==> src/rtl/mips_pkg.sv <==
// Shared MIPS definitions: opcode/funct codes, the NOP word
// and the fetch FSM state encoding.
package mips_pkg;

    localparam logic [5:0] OP_SPECIAL = 6'h00;
    localparam logic [5:0] OP_J       = 6'h02;
    localparam logic [5:0] OP_JAL     = 6'h03;
    localparam logic [5:0] FN_JR      = 6'h08;
    localparam logic [5:0] FN_SYSCALL = 6'h0C;

    // sll $0,$0,0 -- the bubble word
    localparam logic [31:0] NOP_WORD  = 32'h0000_0000;

    typedef enum logic {
        FS_RUN  = 1'b0,
        FS_HALT = 1'b1
    } fetch_state_t;

endpackage

==> src/rtl/if_id_reg.sv <==
// IF/ID pipeline register: instruction, PC+4 and valid bit.
// Ports: clk, rst (async, active-high); hold keeps contents;
//   flush loads a bubble (wins over hold); otherwise instr_in/pc4_in
//   load with valid=1. Outputs valid, instr, pc4.
module if_id_reg
    import mips_pkg::*;
(
    input  logic        clk,
    input  logic        rst,
    input  logic        hold,
    input  logic        flush,
    input  logic [31:0] instr_in,
    input  logic [31:0] pc4_in,
    output logic        valid,
    output logic [31:0] instr,
    output logic [31:0] pc4
);

    always_ff @(posedge clk or posedge rst) begin
        if (rst) begin
            valid <= 1'b0;
            instr <= NOP_WORD;
            pc4   <= 32'h0;
        end else if (flush) begin
            valid <= 1'b0;
            instr <= NOP_WORD;
            pc4   <= 32'h0;
        end else if (!hold) begin
            valid <= 1'b1;
            instr <= instr_in;
            pc4   <= pc4_in;
        end
    end

endmodule

==> src/rtl/fetch_stage.sv <==
// MIPS instruction-fetch stage: PC, run/halt FSM, next-PC mux, IF/ID
// register and field slicing. Ports: clk, rst (async, active-high);
// imem_addr/imem_rdata/imem_ready to instruction memory; stall,
// redirect/redirect_pc, halt_req from ID/hazard; pc_out, id_* IF/ID
// contents and fields; halted; perf_fetch/perf_stall/perf_flush.
// Optional counters built only with FETCH_PERF_CNT_EN defined;
// otherwise the perf ports read 32'h0.
module fetch_stage
    import mips_pkg::*;
#(
    parameter logic [31:0] RESET_PC = 32'h0000_3000,
    parameter int          IMEM_AW  = 10
) (
    input  logic               clk,
    input  logic               rst,
    output logic [IMEM_AW-1:0] imem_addr,
    input  logic [31:0]        imem_rdata,
    input  logic               imem_ready,
    input  logic               stall,
    input  logic               redirect,
    input  logic [31:0]        redirect_pc,
    input  logic               halt_req,
    output logic [31:0]        pc_out,
    output logic               id_valid,
    output logic [31:0]        id_instr,
    output logic [31:0]        id_pc4,
    output logic [5:0]         id_op,
    output logic [5:0]         id_funct,
    output logic [4:0]         id_rs,
    output logic [4:0]         id_rt,
    output logic [4:0]         id_rd,
    output logic [4:0]         id_shamt,
    output logic [15:0]        id_imm16,
    output logic [25:0]        id_target,
    output logic               halted,
    output logic [31:0]        perf_fetch,
    output logic [31:0]        perf_stall,
    output logic [31:0]        perf_flush
);

    fetch_state_t state, state_nxt;
    logic [31:0]  pc, pc_nxt, pc_plus4, redir_aligned;
    logic         hold, flush, load;

    assign pc_plus4      = pc + 32'd4;
    assign redir_aligned = redirect_pc & ~32'h3;
    assign imem_addr     = pc[IMEM_AW+1:2];
    assign pc_out        = pc;
    assign halted        = (state == FS_HALT);

    always_ff @(posedge clk or posedge rst) begin
        if (rst) begin
            state <= FS_RUN;
            pc    <= RESET_PC;
        end else begin
            state <= state_nxt;
            pc    <= pc_nxt;
        end
    end

    always_comb begin
        state_nxt = state;
        pc_nxt    = pc;
        hold      = 1'b0;
        flush     = 1'b0;
        load      = 1'b0;
        case (state)
            FS_RUN: begin
                if (halt_req) begin
                    state_nxt = FS_HALT;
                    flush     = 1'b1;
                end else if (redirect) begin
                    // No delay slot: the word fetched now is dropped.
                    pc_nxt = redir_aligned;
                    flush  = 1'b1;
                end else if (stall) begin
                    hold = 1'b1;
                end else if (!imem_ready) begin
                    flush = 1'b1;
                end else begin
                    pc_nxt = pc_plus4;
                    load   = 1'b1;
                end
            end
            FS_HALT: begin
                flush = 1'b1;
            end
            default: begin
                state_nxt = FS_RUN;
            end
        endcase
    end

    if_id_reg u_if_id (
        .clk      (clk),
        .rst      (rst),
        .hold     (hold),
        .flush    (flush),
        .instr_in (imem_rdata),
        .pc4_in   (pc_plus4),
        .valid    (id_valid),
        .instr    (id_instr),
        .pc4      (id_pc4)
    );

    assign id_op     = id_instr[31:26];
    assign id_rs     = id_instr[25:21];
    assign id_rt     = id_instr[20:16];
    assign id_rd     = id_instr[15:11];
    assign id_shamt  = id_instr[10:6];
    assign id_funct  = id_instr[5:0];
    assign id_imm16  = id_instr[15:0];
    assign id_target = id_instr[25:0];

`ifdef FETCH_PERF_CNT_EN
    logic [31:0] cnt_fetch, cnt_stall, cnt_flush;
    logic        in_run;

    assign in_run = (state == FS_RUN);

    always_ff @(posedge clk or posedge rst) begin
        if (rst) begin
            cnt_fetch <= 32'h0;
            cnt_stall <= 32'h0;
            cnt_flush <= 32'h0;
        end else begin
            if (load)
                cnt_fetch <= cnt_fetch + 32'd1;
            if (in_run && stall && !redirect)
                cnt_stall <= cnt_stall + 32'd1;
            if (in_run && redirect)
                cnt_flush <= cnt_flush + 32'd1;
        end
    end

    assign perf_fetch = cnt_fetch;
    assign perf_stall = cnt_stall;
    assign perf_flush = cnt_flush;
`else
    assign perf_fetch = 32'h0;
    assign perf_stall = 32'h0;
    assign perf_flush = 32'h0;
`endif

endmodule

==> config.mk <==
export PLATFORM = sky130hd
export DESIGN_NAME = fetch_stage
export DESIGN_NICKNAME = d
export VERILOG_FILES = /design/src/rtl/mips_pkg.sv /design/src/rtl/if_id_reg.sv /design/src/rtl/fetch_stage.sv
export SDC_FILE = /design/constraint.sdc
export NUM_CORES = 1
export LEC_CHECK = 0
export CORE_ASPECT_RATIO = 0.75
export CORE_UTILIZATION = 31
export CTS_CLUSTER_SIZE = 30
export DETAILED_ROUTE_END_ITERATION = 6
export PLACE_DENSITY = 0.68
export SYNTH_ARGS = -nofsm -noshare
export SYNTH_HDL_FRONTEND = slang
export SYNTH_SLANG_ARGS = --single-unit
==> constraint.sdc <==
create_clock -name clk -period 8.9 [get_ports clk]
set_input_delay 1.78 -clock clk [delete_from_list [all_inputs] [get_ports clk]]
set_output_delay 1.78 -clock clk [all_outputs]
set_load 0.1 [all_outputs]
# After elaboration in Yosys (flattened, before gate mapping)
# Index checks and enable logic that the tools add are counted.
# W data, S select, Z words.
[totals] out_inout_bits=278 ram_bits=0 n_memories=0 rom_bits=0 register_bits=98 latchBits=0
[classes] shift=0 mul=0 n_bitwise=2 n_eq_ne=2 n_mux=20 order_cmp=0 div=0 n_reduce_logical=2 addsub=1
[ops] cell="$mux W32" n=7
[ops] cell="$add A32 B3 Y32 const B" n=1
[ops] cell="$mux W1" n=12
[ops] cell="$reduce_and A4 Y1" n=1
[ops] cell="$ne A2 B1 Y1 const B" n=1
[ops] cell="$ne A2 B2 Y1 const B" n=1
[ops] cell="$not A1 Y1" n=2
[ops] cell="$pmux W1 S2" n=1
[ops] cell="$reduce_bool A2 Y1" n=1

# Longest topological paths before layout
[depth] depth_word=6 depth_mapped=7 depth_no_buf=5

# By module
# Synthesis repeated with hierarchy kept, for this count alone.
[hier_totals] hier_cells=691 area_unflattened_um2=6441.2
[by_module_without_submodules] mod="fetch_stage" seq_area_each_um2=778.2 n_inst=1 cells_each=481 area_each_um2=3799.9
[by_module_without_submodules] mod="if_id_reg" seq_area_each_um2=1626.6 n_inst=1 cells_each=210 area_each_um2=2641.3

# Worst setup path before layout
# OpenSTA, ideal clock, no wires.
[synth_path] path_kind="input -> register" from="in redirect" to="reg u_if_id.pc4[25]" cell_stages=7 required_time_ps=8825 setup_time_ps=75 t_arrival_ps=3253 path_slack_ps=5572 path_buffers=3 cell_sequence="clkbuf_1 or3_1 nor2_1 buf_2 clkbuf_1 o311ai_0 nand3_1"
[synth_via] elab_chain_len=4
[synth_lines] item="start, declared" line_no="fetch_stage.sv:20" rtl="input logic redirect,"
[synth_lines] item="$mux W1" line_no="fetch_stage.sv:72" rtl="end else if (redirect) begin"
[synth_lines] item="$mux W1" line_no="fetch_stage.sv:69" rtl="if (halt_req) begin"
[synth_lines] item="$pmux W1 S2 or $mux W1 (tied branches)" line_no="fetch_stage.sv:67" rtl="case (state)"
[synth_lines] item="$ne A2 B2 Y1 (no source line) or $mux W32 (tied branches)"
[synth_lines] item="end signal, assigned" line_no="if_id_reg.sv:31" rtl="pc4 <= pc4_in;"
[synth_lines] item="end, declared" line_no="if_id_reg.sv:16" rtl="output logic [31:0] pc4"
# Parallel ways exist; a longest one is shown, timed or not.
# A chain may end at the register's enable or synchronous reset.

# Final worst setup path
[layout_path] from="in redirect" to="reg pc[24], in the netlist pc_out[24]"
[layout_via] elab_chain_len=2
[layout_lines] item="$ne A2 B1 Y1 (no source line) or $reduce_bool A2 Y1 (tied branches)"
[layout_lines] item="$reduce_and A4 Y1 (no source line)"
[layout_lines] item="end signal, assigned" line_no="fetch_stage.sv:57" rtl="pc <= pc_nxt;"
[layout_lines] item="end, declared" line_no="fetch_stage.sv:42" rtl="logic [31:0] pc, pc_nxt, pc_plus4, redir_aligned;"
# Parallel ways exist; a longest one is shown, timed or not.

==> flow_metrics.env <==
export IMPL_max_vdd_ir_drop_mv=0.0777
export IMPL_grt_max_degree=63
export IMPL_worstSetupStartpoint="redirect"
export IMPL_clkPwrFrac_pct=37.4
export IMPL_synth_async_reset_ratio_pct=100
export IMPL_port_buffers=245
export IMPL_worst_setup_path_end_kind="register"
export IMPL_die_area_sq_um=19600
export IMPL_synth_top_area_share_pct=38.9
export IMPL_worstPathCellList="clkdlybuf4s50_1 -> buf_4 -> inv_1 -> nand3_1 -> buf_4 -> or4_1 -> nand3_1"
export IMPL_start_util_pct=31.9
export IMPL_chipHeight_microns=122
export IMPL_r2r_setup_slack_ns=6.00
export IMPL_rsz0062_at_grt="no"
export IMPL_wl_per_cell_microns=17.2
export IMPL_multi_input_area_sq_um=2390
export IMPL_clk_latency_ns=0.35
export IMPL_grt_ovfl_total=0
export IMPL_cts_tree="yes"
export IMPL_fill_cells=1818
export IMPL_fin_nets=844
export IMPL_avgViaCountPerCell=4.80
export IMPL_dp_hpwl_mm=12.8
export IMPL_hp_start="u_if_id.pc4[4]"
export IMPL_final_util_pct=42.8
export IMPL_io_pins=348
export IMPL_yosysUniqueCellTypes=50
export IMPL_crit_arrival_ns=4.69
export IMPL_use_met3_pct=4.70
export IMPL_drt_total_wl_mm=17.7
export IMPL_final_setup_tns_ns=0
export IMPL_min_path_cells=2
export IMPL_comb_power_share_pct=27.5
export IMPL_rr_endpoint="pc_out[30]"
export IMPL_grt_pass1_vias=4251
export IMPL_syn2layout_area_growth_pct=34.4
export IMPL_vias=4922
export IMPL_synth_edf_count=0
export IMPL_fp_coreArea_sq_um=18600
export IMPL_clockBufferDepth=2
export IMPL_cts_buffers=9
export IMPL_p_sw_mw=0.493
export IMPL_post_cts_repair_setup_buffers=0
export IMPL_met1_usage_pct=24.4
export IMPL_syn_inst=633
export IMPL_drtIter0Drc=345
export IMPL_period_share_pct=49.5
export IMPL_synth_seq_cells=94
export IMPL_worstReg2RegStart="pc_out[2]"
export IMPL_critPathLaunchType="input pin"
export IMPL_ff_latch_area_sq_um=2350
export IMPL_r2r_cells=5
export IMPL_maxCapViolations=0
export IMPL_cts_sinks=94
export IMPL_busiest_layer="met2"
export IMPL_use_met2_pct=27.3
export IMPL_avgSynthCellArea_sq_um=9.34
export IMPL_slew_viol_final=0
export IMPL_grt_pass1_wl_mm=26.3
export IMPL_ys_warn_count=0
export IMPL_drc=0
export IMPL_diodes=0
export IMPL_skew_ns=0.0101
export IMPL_antenna_found_initial=0
export IMPL_hold_end="u_if_id.pc4[4]"
export IMPL_cts_hold_buf=0
export IMPL_cts_root_buf="clkbuf_16"
export IMPL_ant_nets=0
export IMPL_min_period_ns=4.41
export IMPL_cp_buffers_inverters=4
export IMPL_slew_limit_headroom_pct=26.6
export IMPL_powerDensity_nw_per_um2=162
export IMPL_die_x_microns=161
export IMPL_h_tree_depth=3
export IMPL_critPathSlowestCell="inv_1"
export IMPL_intPower_mw=0.795
export IMPL_hold_path_class="register to register"
export IMPL_seq_area_frac_synth_pct=39.8
export IMPL_yosysTopAreaCell="dfrtp_1"
export IMPL_netSwitchingFraction_pct=38.3
export IMPL_grt_usage_pct=17.5
export IMPL_cp_top_family="buffers and inverters"
export IMPL_drive_gt1_share_pct=4.63
export IMPL_cpPeakStageDelay_ns=0.63
export IMPL_syn_area_sq_um=5910
export IMPL_place_inst=1009
export IMPL_cp_required_ns=9.18
export IMPL_path_class="input pin to register"
export IMPL_status="finished clean"
export IMPL_layout_cells_non_filler=1025
export IMPL_synth_area_leaders="dfrtp_1 39%, buf_4 23%, a22o_1 5.0%, nand3_1 3.4%, nand2_1 2.8%"
export IMPL_path_max_fanout=45
export IMPL_place_gp_congestion=0.807
export IMPL_tightest_slew_ns=1.10
export IMPL_row_count=43
export IMPL_clk_pin_slew_ns=0.06
export IMPL_synthTopCellsByCount="184 x buf_4, 92 x dfrtp_1, 44 x nand2_1, 40 x nand3_1, 34 x a22o_1"
export IMPL_setup_viol=0
export IMPL_yosysMostFrequentCell="buf_4"
export IMPL_hold_viol=0
export IMPL_p_seq_share_pct=35.1
export IMPL_timing_fmax_mhz=227
export IMPL_synth_ff_type="dfrtp_1"
export IMPL_post_cts_resized=0
export IMPL_first_pass_iters=4
export IMPL_p_leak_nw=3.29
## metal layers
metal | vias up | routed length [microns]
met3 | 8 | 1370
met5 | - | 0
met2 | 232 | 8420
met4 | 0 | 155
met1 | 2419 | 7740
li1 | 2263 | -
## state kept, by name (all words and copies together), names as in the netlist
name and cells:
halted 1, pc_out 30, u_if_id.instr 32, u_if_id.pc4 30, u_if_id.valid 1
## cell usage in the layout, fill, tap and decap left out, types with 9 or more instances in the layout
master,instances
clkdlybuf4s50_1,245
conb_1,100
dfrtp_1,92
nand2_1,44
nand3_1,40
a22o_1,34
o21ai_0,29
o211ai_1,21
nand4_1,13
nor2_1,12
or4_1,11
a22oi_1,11
a21oi_1,10
nor3_1,9
xnor2_1,9
clkbuf_16,9
## tightest hold or removal path: stages (launching register included)
cell	delay [ns]
dfrtp_1	0.34
nand2_1	0.04
o21ai_0	0.06
## how the worst max path moves through the flow
stage / to / slack, ns / cells past startpoint
global route: pc_out[28] / 4.29 / 7
CTS: pc_out[24] / 4.45 / 7
finish: pc_out[24] / 4.49 / 7
floorplan: halted / 4.67 / 1
global placement: pc_out[28] / 4.04 / 7
detailed placement: pc_out[24] / 4.10 / 7
## power groups by stage
stage | sequential [mW] | combinational (mW) | clock [mW]
global route | 0.454 | 0.365 | 0.512
floorplan | 0.499 | 0.290 | 0
finish | 0.452 | 0.354 | 0.482
CTS | 0.452 | 0.354 | 0.495
global placement | 0.460 | 0.353 | 0
detailed placement | 0.460 | 0.354 | 0
## area by class of cell
cell class	instances	share of cell area (%)
Clock buffer	9	2.83
Clock inverter	7	1.79
Inverter	5	0.268
Multi-Input combinational cell	411	30.1
Sequential cell	94	29.6
Tap cell	247	3.89
Timing Repair Buffer	252	31.5
## logic make-up after synthesis
family,after synthesis,share of synthesized area [%]
AO/OA/AOI/OAI,134,16.3
XOR/XNOR,13,1.93
adder cells (fa/ha/maj),1,0.212
buffers and inverters,227,26.3
flip-flops,94,39.8
multiplexers,2,0.339
other,1,0.0634
AND/OR/NAND/NOR,161,15.0
## per-stage QoR
| step | hold WS [ns] | total power [mW] | setup WS [ns] | area, sq um |
|---|---|---|---|---|
| after global placement | 0.462 | 0.813 | 4.04 | 7580 |
| after CTS | 0.484 | 1.30 | 4.45 | 7950 |
| final | 0.477 | 1.29 | 4.49 | 7950 |
| after floorplan | 0.744 | 0.789 | 4.67 | 6280 |
| after detailed placement | 0.469 | 0.813 | 4.10 | 7580 |
| after global routing | 0.503 | 1.33 | 4.29 | 7950 |
No activity file was read; power rests on OpenSTA's default activity.
